==> src/rtl/vga_dual_mode_timing_if.sv <==
// VGA DAC-side bundle: 6-bit-per-channel colour plus horizontal/vertical sync.
// The timing generator drives it through master; the DAC/monitor side uses slave.
interface vga_dual_mode_timing_if;
  logic [5:0] VGA_R;
  logic [5:0] VGA_G;
  logic [5:0] VGA_B;
  logic       VGA_HS;
  logic       VGA_VS;

  modport master (output VGA_R, output VGA_G, output VGA_B, output VGA_HS, output VGA_VS);
  modport slave  (input  VGA_R, input  VGA_G, input  VGA_B, input  VGA_HS, input  VGA_VS);
endinterface

==> src/rtl/vga_dual_mode_timing.sv <==
// Dual-mode VGA timing generator (640x480@60 / 800x600@72) with 8-bar colour source.
// Optional macro VGA_BORDER_EN paints a one-pixel white frame around the active area.
module vga_dual_mode_timing #(
  parameter int HS_Tpw640_480 = 95,
  parameter int HS_Ts640_480  = 799,
  parameter int VS_Tpw640_480 = 1,
  parameter int VS_Ts640_480  = 524,
  parameter int HS_Tbp640_480 = 48,
  parameter int HS_Tfp640_480 = 17,
  parameter int VS_Tbp640_480 = 33,
  parameter int VS_Tfp640_480 = 11,
  parameter int HS_Tpw800_600 = 119,
  parameter int HS_Ts800_600  = 1039,
  parameter int VS_Tpw800_600 = 5,
  parameter int VS_Ts800_600  = 665,
  parameter int HS_Tbp800_600 = 64,
  parameter int HS_Tfp800_600 = 57,
  parameter int VS_Tbp800_600 = 23,
  parameter int VS_Tfp800_600 = 38,
  parameter int CLK_DIV_640   = 4,
  parameter int CLK_DIV_800   = 2
) (
  input  logic                          clk,
  input  logic                          rst_n,
  input  logic                          sw,
  vga_dual_mode_timing_if.master        vga
);

  typedef struct packed {
    logic [15:0] tpw_h;
    logic [15:0] ts_h;
    logic [15:0] hstart;
    logic [15:0] hend;
    logic [15:0] tpw_v;
    logic [15:0] ts_v;
    logic [15:0] vstart;
    logic [15:0] vend;
    logic [15:0] act_w;
    logic [15:0] bar_w;
    logic [3:0]  div_max;
  } timing_t;

  localparam logic [15:0] HSTART0 = 16'(HS_Tpw640_480 + HS_Tbp640_480);
  localparam logic [15:0] HEND0   = 16'(HS_Ts640_480 - HS_Tfp640_480);
  localparam logic [15:0] ACTW0   = HEND0 - HSTART0 + 16'd1;
  localparam logic [15:0] HSTART1 = 16'(HS_Tpw800_600 + HS_Tbp800_600);
  localparam logic [15:0] HEND1   = 16'(HS_Ts800_600 - HS_Tfp800_600);
  localparam logic [15:0] ACTW1   = HEND1 - HSTART1 + 16'd1;

  localparam timing_t T0 = '{
    tpw_h:   16'(HS_Tpw640_480),
    ts_h:    16'(HS_Ts640_480),
    hstart:  HSTART0,
    hend:    HEND0,
    tpw_v:   16'(VS_Tpw640_480),
    ts_v:    16'(VS_Ts640_480),
    vstart:  16'(VS_Tpw640_480 + VS_Tbp640_480),
    vend:    16'(VS_Ts640_480 - VS_Tfp640_480),
    act_w:   ACTW0,
    bar_w:   ACTW0 >> 3,
    div_max: 4'(CLK_DIV_640 - 1)
  };

  localparam timing_t T1 = '{
    tpw_h:   16'(HS_Tpw800_600),
    ts_h:    16'(HS_Ts800_600),
    hstart:  HSTART1,
    hend:    HEND1,
    tpw_v:   16'(VS_Tpw800_600),
    ts_v:    16'(VS_Ts800_600),
    vstart:  16'(VS_Tpw800_600 + VS_Tbp800_600),
    vend:    16'(VS_Ts800_600 - VS_Tfp800_600),
    act_w:   ACTW1,
    bar_w:   ACTW1 >> 3,
    div_max: 4'(CLK_DIV_800 - 1)
  };

  logic        sw_meta_q, sw_meta_d;
  logic        sw_sync_q, sw_sync_d;
  logic        mode_q,    mode_d;
  logic [3:0]  div_q,     div_d;
  logic [15:0] hcnt_q,    hcnt_d;
  logic [15:0] vcnt_q,    vcnt_d;
  logic [5:0]  r_q,       r_d;
  logic [5:0]  g_q,       g_d;
  logic [5:0]  b_q,       b_d;
  logic        hs_q,      hs_d;
  logic        vs_q,      vs_d;

  timing_t     tm;
  logic        pix_en;
  logic        active;
  logic [15:0] x;
  logic [2:0]  bar_idx;
  logic [2:0]  rgb_bits;

  assign tm     = mode_q ? T1 : T0;
  assign pix_en = (div_q == tm.div_max);
  assign x      = hcnt_q - tm.hstart;
  assign active = (hcnt_q >= tm.hstart) && (hcnt_q <= tm.hend) &&
                  (vcnt_q >= tm.vstart) && (vcnt_q <= tm.vend);

  // Bar index by threshold compare; avoids a divider for the 80/100 px bar width.
  always_comb begin
    bar_idx = 3'd0;
    for (int i = 1; i < 8; i++) begin
      if (x >= 16'(i) * tm.bar_w) bar_idx = 3'(i);
    end
  end

  // {R,G,B} on/off per bar: white, yellow, cyan, green, magenta, red, blue, black.
  always_comb begin
    rgb_bits = 3'b000;
    case (bar_idx)
      3'd0:    rgb_bits = 3'b111;
      3'd1:    rgb_bits = 3'b110;
      3'd2:    rgb_bits = 3'b011;
      3'd3:    rgb_bits = 3'b010;
      3'd4:    rgb_bits = 3'b101;
      3'd5:    rgb_bits = 3'b100;
      3'd6:    rgb_bits = 3'b001;
      default: rgb_bits = 3'b000;
    endcase
`ifdef VGA_BORDER_EN
    if (x == 16'd0 || x == tm.act_w - 16'd1 ||
        vcnt_q == tm.vstart || vcnt_q == tm.vend) rgb_bits = 3'b111;
`endif
    if (!active) rgb_bits = 3'b000;
  end

  always_comb begin
    sw_meta_d = sw;
    sw_sync_d = sw_meta_q;
    mode_d    = mode_q;
    div_d     = pix_en ? 4'd0 : div_q + 4'd1;
    hcnt_d    = hcnt_q;
    vcnt_d    = vcnt_q;
    r_d       = r_q;
    g_d       = g_q;
    b_d       = b_q;
    hs_d      = hs_q;
    vs_d      = vs_q;
    if (pix_en) begin
      // Outputs reflect the pre-increment counters: one pixel of lag.
      hs_d = (hcnt_q <= tm.tpw_h) ? mode_q : ~mode_q;
      vs_d = (vcnt_q <= tm.tpw_v) ? mode_q : ~mode_q;
      r_d  = {6{rgb_bits[2]}};
      g_d  = {6{rgb_bits[1]}};
      b_d  = {6{rgb_bits[0]}};
      if (hcnt_q == tm.ts_h) begin
        hcnt_d = 16'd0;
        if (vcnt_q == tm.ts_v) begin
          vcnt_d = 16'd0;
          // Mode is only ever taken at the frame boundary, so frames are never cut short.
          mode_d = sw_sync_q;
        end else begin
          vcnt_d = vcnt_q + 16'd1;
        end
      end else begin
        hcnt_d = hcnt_q + 16'd1;
      end
    end
  end

  always_ff @(posedge clk or negedge rst_n) begin
    if (!rst_n) begin
      sw_meta_q <= 1'b0;
      sw_sync_q <= 1'b0;
      mode_q    <= 1'b0;
      div_q     <= 4'd0;
      hcnt_q    <= 16'd0;
      vcnt_q    <= 16'd0;
      r_q       <= 6'd0;
      g_q       <= 6'd0;
      b_q       <= 6'd0;
      hs_q      <= 1'b1;
      vs_q      <= 1'b1;
    end else begin
      sw_meta_q <= sw_meta_d;
      sw_sync_q <= sw_sync_d;
      mode_q    <= mode_d;
      div_q     <= div_d;
      hcnt_q    <= hcnt_d;
      vcnt_q    <= vcnt_d;
      r_q       <= r_d;
      g_q       <= g_d;
      b_q       <= b_d;
      hs_q      <= hs_d;
      vs_q      <= vs_d;
    end
  end

  assign vga.VGA_R  = r_q;
  assign vga.VGA_G  = g_q;
  assign vga.VGA_B  = b_q;
  assign vga.VGA_HS = hs_q;
  assign vga.VGA_VS = vs_q;

endmodule

==> src/flat_wrapper.sv <==
// flat-port wrapper written by rule: the top's interface ports become plain ports
module vga_dual_mode_timing_flat 
#(
  parameter int HS_Tpw640_480 = 95,
  parameter int HS_Ts640_480  = 799,
  parameter int VS_Tpw640_480 = 1,
  parameter int VS_Ts640_480  = 524,
  parameter int HS_Tbp640_480 = 48,
  parameter int HS_Tfp640_480 = 17,
  parameter int VS_Tbp640_480 = 33,
  parameter int VS_Tfp640_480 = 11,
  parameter int HS_Tpw800_600 = 119,
  parameter int HS_Ts800_600  = 1039,
  parameter int VS_Tpw800_600 = 5,
  parameter int VS_Ts800_600  = 665,
  parameter int HS_Tbp800_600 = 64,
  parameter int HS_Tfp800_600 = 57,
  parameter int VS_Tbp800_600 = 23,
  parameter int VS_Tfp800_600 = 38,
  parameter int CLK_DIV_640   = 4,
  parameter int CLK_DIV_800   = 2
)
  (clk, rst_n, sw, vga_VGA_R, vga_VGA_G, vga_VGA_B, vga_VGA_HS, vga_VGA_VS);
  vga_dual_mode_timing_if vga_i ();
  input  logic clk;
  input  logic rst_n;
  input  logic sw;
  output wire logic [$bits(vga_i.VGA_R)-1:0] vga_VGA_R;
  output wire logic [$bits(vga_i.VGA_G)-1:0] vga_VGA_G;
  output wire logic [$bits(vga_i.VGA_B)-1:0] vga_VGA_B;
  output wire logic [$bits(vga_i.VGA_HS)-1:0] vga_VGA_HS;
  output wire logic [$bits(vga_i.VGA_VS)-1:0] vga_VGA_VS;
  assign vga_VGA_R = vga_i.VGA_R;
  assign vga_VGA_G = vga_i.VGA_G;
  assign vga_VGA_B = vga_i.VGA_B;
  assign vga_VGA_HS = vga_i.VGA_HS;
  assign vga_VGA_VS = vga_i.VGA_VS;
  vga_dual_mode_timing #(.HS_Tpw640_480(HS_Tpw640_480), .HS_Ts640_480(HS_Ts640_480), .VS_Tpw640_480(VS_Tpw640_480), .VS_Ts640_480(VS_Ts640_480), .HS_Tbp640_480(HS_Tbp640_480), .HS_Tfp640_480(HS_Tfp640_480), .VS_Tbp640_480(VS_Tbp640_480), .VS_Tfp640_480(VS_Tfp640_480), .HS_Tpw800_600(HS_Tpw800_600), .HS_Ts800_600(HS_Ts800_600), .VS_Tpw800_600(VS_Tpw800_600), .VS_Ts800_600(VS_Ts800_600), .HS_Tbp800_600(HS_Tbp800_600), .HS_Tfp800_600(HS_Tfp800_600), .VS_Tbp800_600(VS_Tbp800_600), .VS_Tfp800_600(VS_Tfp800_600), .CLK_DIV_640(CLK_DIV_640), .CLK_DIV_800(CLK_DIV_800)) u_core (.clk(clk), .rst_n(rst_n), .sw(sw), .vga(vga_i));
endmodule
==> config.mk <==
export PLATFORM = sky130hd
export DESIGN_NAME = vga_dual_mode_timing_flat
export DESIGN_NICKNAME = d
export VERILOG_FILES = /design/src/rtl/vga_dual_mode_timing_if.sv /design/src/rtl/vga_dual_mode_timing.sv /design/src/flat_wrapper.sv
export SDC_FILE = /design/constraint.sdc
export NUM_CORES = 1
export LEC_CHECK = 0
export BUFFER_PORTS_ARGS = -buffer_cell sky130_fd_sc_hd__clkbuf_2
export CORE_ASPECT_RATIO = 1.4
export CORE_MARGIN = 2
export CORE_UTILIZATION = 55
export DETAILED_ROUTE_END_ITERATION = 10
export PLACE_DENSITY_LB_ADDON = 0.3
export SLEW_MARGIN = 20
export SYNTH_ARGS = -nofsm -noshare
export SYNTH_HDL_FRONTEND = slang
export SYNTH_SLANG_ARGS = --single-unit
export TNS_END_PERCENT = 50
==> constraint.sdc <==
create_clock -name clk -period 7.21 [get_ports clk]
set_input_delay 0.3605 -clock clk [delete_from_list [all_inputs] [get_ports clk]]
set_output_delay 0.3605 -clock clk [all_outputs]
set_load 0.05 [all_outputs]
==> results.cfg <==
[setup_path]
r2r_cells = 14
timing.critical_path.cells = inv_1 > buf_4 > ha_1 > or3_2 > o221a_2 > xor2_1 > inv_1 > ha_1 > nor4_1 > and3_1 > a221o_1 > and2_1 > or4_1 > a31o_1
endpoint_kind = flop
cp_max_fo = 23
cp_top_family = simple AND/OR/NAND/NOR gates
worstSetupPathType = flop to flop
required_ns = 7.41
cp.arrival_ns = 4.67
crit_buf_inv = 3
r2r-start = u_core.mode_q
r2r_setup_slack_ns = 2.74
setup.worst_path.start_class = flop
slowest_delay_ns = 0.73
slowest_stage = dfrtp_1
timing.rr.end = u_core.vga.VGA_R[0]

[yosys]
synth_top_family_by_area = simple AND/OR/NAND/NOR gates
synth_xor_xnor_area_share_pct = 8.41
synth-main-ff-cell = dfrtp_1
synth-compound-area-share_pct = 15.7
avgSynthCellArea_sq_um = 8.74
synth.area.top_cells = dfrtp_1 30%, ha_1 13%, xnor2_1 4.7%
synth.top_cell.area_share_pct = 29.7
muxShareOfSynthArea_pct = 0
yosys.area_share.simple_pct = 23.1
synth-async-reset-ratio_pct = 100
netlist_instances = 405
ys_warn_count = 0
synth_area_sq_um = 3540
yosys_register_bits = 44
yosysSeqAreaShare_pct = 31.2
synth_edf_count = 0
ys_types = 64
synth_top_area_cell = dfrtp_1
synthAdderAreaFrac_pct = 13.1
synth_fp_nets = 445

[die]
fp.dieArea_sq_um = 7100
num_rows = 34
initial_utilization_pct = 57.0
fp.dieH_um = 98.9
fp.dieW_um = 71.8
core-area_sq_um = 6210
ios = 23

[clocking]
cts_sinks = 44
htree_levels = 2
root_buffer = clkbuf_8
cts_buffer_depth = 2
clk_pin_slew_ns = 0.09
cts_resized = 0
clock_latency_ns = 0.30
cts_buffers = 5
cts_tree = built
cts_hold_buf = 0
cts_setup_buffers = 0

[timing]
fin_setup_tns_ns = 0
slew_headroom_pct = 32.9
setup_viol = 0
fin_skew_ns = 0.00402
min_period_over_period_pct = 62.0
whs_ns = 0.156
fin_crit_ns = 4.47
rsz0062_at_grt = false
tightest_slew_ns = 0.981
setup_ws_ns = 2.74
finalHoldViolCount = 0
slew_violations = 0
clock.fmax_mhz = 224

[routing]
firstDrtPassIters = 4
post_drt_via_cell_ratio = 6.08
ant_nets = 0
avgRoutedWirePerCell_um = 16.2
drt_wl_total_mm = 7.78
drt_iter0_drc = 117
num_vias = 2911
route.detailed.drc = 0

[flow_run]
drv_cap = 0

[placed_design]
dpl-instance-area_sq_um = 3550
io_buffers = 22
hpwl_mm = 5.87
dp_slack_ns = 2.78
gp_congestion = 0.964

[pwr]
p_seq_share_pct = 55.1
intPower_mw = 0.352
p_sw_mw = 0.0972
combPwrFrac_pct = 1.1
power.density_nw_per_um2 = 123
vdd_ir_drop_max_v = 0.0000813
p_total_mw = 0.449
p_clk_share_pct = 43.8
p_sw_share_pct = 21.6
p_leak_nw = 1.71

[hold_path]
worstHoldPathCells = 1
whs_endpoint = u_core.sw_meta_q
min_from = sw
hold_path_class = input port to flop

[final_layout]
postLayoutCellArea_sq_um = 3670
drive_above_1_share_pct = 11.5
fin_nets = 446
diodes = 0
area_growth_pct = 3.53

[global_routing]
grt_max_degree = 45
grt_overflow = 0
track_usage_pct = 23.4
grt_antenna_before_repair = 0
grt_pass1_wl_mm = 13.3
grt_pass1_vias = 2831

[outcome]
outcome = finished, final reports clean
-- cell usage after synthesis (5+ instances only) --
| master | count |
|---|---|
| dfrtp_1 | 42 |
| ha_1 | 37 |
| nand2_1 | 33 |
| nor2_1 | 32 |
| inv_1 | 27 |
| o21ai_0 | 20 |
| xnor2_1 | 19 |
| buf_4 | 18 |
| a21oi_1 | 17 |
| nand3_1 | 17 |
| xor2_1 | 15 |
| and3_1 | 8 |
| nor4_1 | 8 |
| or4_1 | 8 |
| a31oi_1 | 6 |
| clkbuf_1 | 6 |
| nand4_1 | 6 |
| nor3_1 | 6 |
| and2_1 | 5 |
-- how the worst max path moves through the flow --
| stage | startpoint | to | slack (ns) | cells past startpoint |
|---|---|---|---|---|
| floorplan | u_core.mode_q | u_core.vga.VGA_R[0] | 2.99 | 14 |
| global placement | u_core.mode_q | u_core.vga.VGA_R[0] | 2.89 | 14 |
| detailed placement | u_core.mode_q | u_core.vga.VGA_R[0] | 2.78 | 14 |
| CTS | u_core.mode_q | u_core.vga.VGA_R[0] | 2.75 | 14 |
| global route | u_core.mode_q | u_core.vga.VGA_R[0] | 2.49 | 14 |
| finish | u_core.mode_q | u_core.vga.VGA_R[0] | 2.74 | 14 |
-- area by class of cell --
class / count / area, sq um
clock buffer: 5 / 68.8
sequential: 44 / 1100
tap: 72 / 90.1
inverter: 28 / 105
multi-input combinational: 304 / 2130
fill: 553 / 2540
timing repair buffer: 23 / 118
clock inverter: 3 / 46.3
-- sequential cells by signal, summed over array words and instances, names as in the netlist --
signal,flops
u_core.vga.VGA_B,1
u_core.vga.VGA_HS,1
u_core.vga.VGA_VS,1
u_core.mode_q,1
u_core.hcnt_q,16
u_core.vcnt_q,16
u_core.vga.VGA_G,1
u_core.sw_sync_q,1
u_core.sw_meta_q,1
u_core.div_q,4
u_core.vga.VGA_R,1
-- logic make-up after synthesis --
group                    after synthesis
flip-flops                            44
XOR/XNOR                              34
buffers and inverters                 57
AO/OA/AOI/OAI                         83
AND/OR/NAND/NOR                      150
adder cells (fa/ha/maj)               37
-- routing by layer --
layer  global-route usage, %  part of all wire [%]  vias to the layer above  routed length [um]
li1                        -                     -                     1437                   -
met2                    40.1                    52                       63                4010
met1                    27.6                    42                     1388                3230
met3                    3.48                   2.8                       23                 218
met4                    12.6                   4.1                        0                 319
met5                       0                     0                        -                   0
-- layout by cell type, fill, tap and decap left out, types with 3 or more instances in the layout --
master,Yosys,routed
a211oi_1,4,4
a21o_1,3,3
a21oi_1,17,17
a31oi_1,6,6
and2_1,5,5
and3_1,8,8
clkbuf_2,1,21
clkbuf_8,1,5
dfrtp_1,42,42
ha_1,37,37
inv_1,27,27
nand2_1,33,33
nand3_1,17,17
nand4_1,6,6
nor2_1,32,32
nor2b_1,3,3
nor3_1,6,6
nor3b_1,3,3
nor4_1,8,8
o21a_1,3,3
o21ai_0,20,20
o21ai_1,3,3
o31ai_1,4,4
or3_2,3,3
or4_1,8,8
xnor2_1,19,19
xor2_1,15,15
-- per-stage QoR --
stage                     utilization [%]  instances
final                                59.0        479
after global routing                 59.0        479
after CTS                            59.0        479
after detailed placement             57.2        471
after global placement               57.2        471
after floorplan                         -        405
-- power groups by stage --
stage               clock network [mW]   logic, mW  registers, mW
floorplan                            0  0.00000748          0.252
global placement                     0     0.00533          0.252
detailed placement                   0     0.00549          0.252
CTS                              0.200     0.00551          0.247
global route                     0.210     0.00610          0.247
finish                           0.197     0.00503          0.247
-- worst register-to-register path, stage by stage (launching register included) --
cell and delay [ns]:
dfrtp_1 0.73, inv_1 0.09, buf_4 0.25, ha_1 0.43, or3_2 0.51, o221a_2 0.14
xor2_1 0.23, inv_1 0.13, ha_1 0.40, nor4_1 0.08, and3_1 0.19, a221o_1 0.33
and2_1 0.18, or4_1 0.46, a31o_1 0.23
Note: power is estimated with default switching activity, not from simulation.
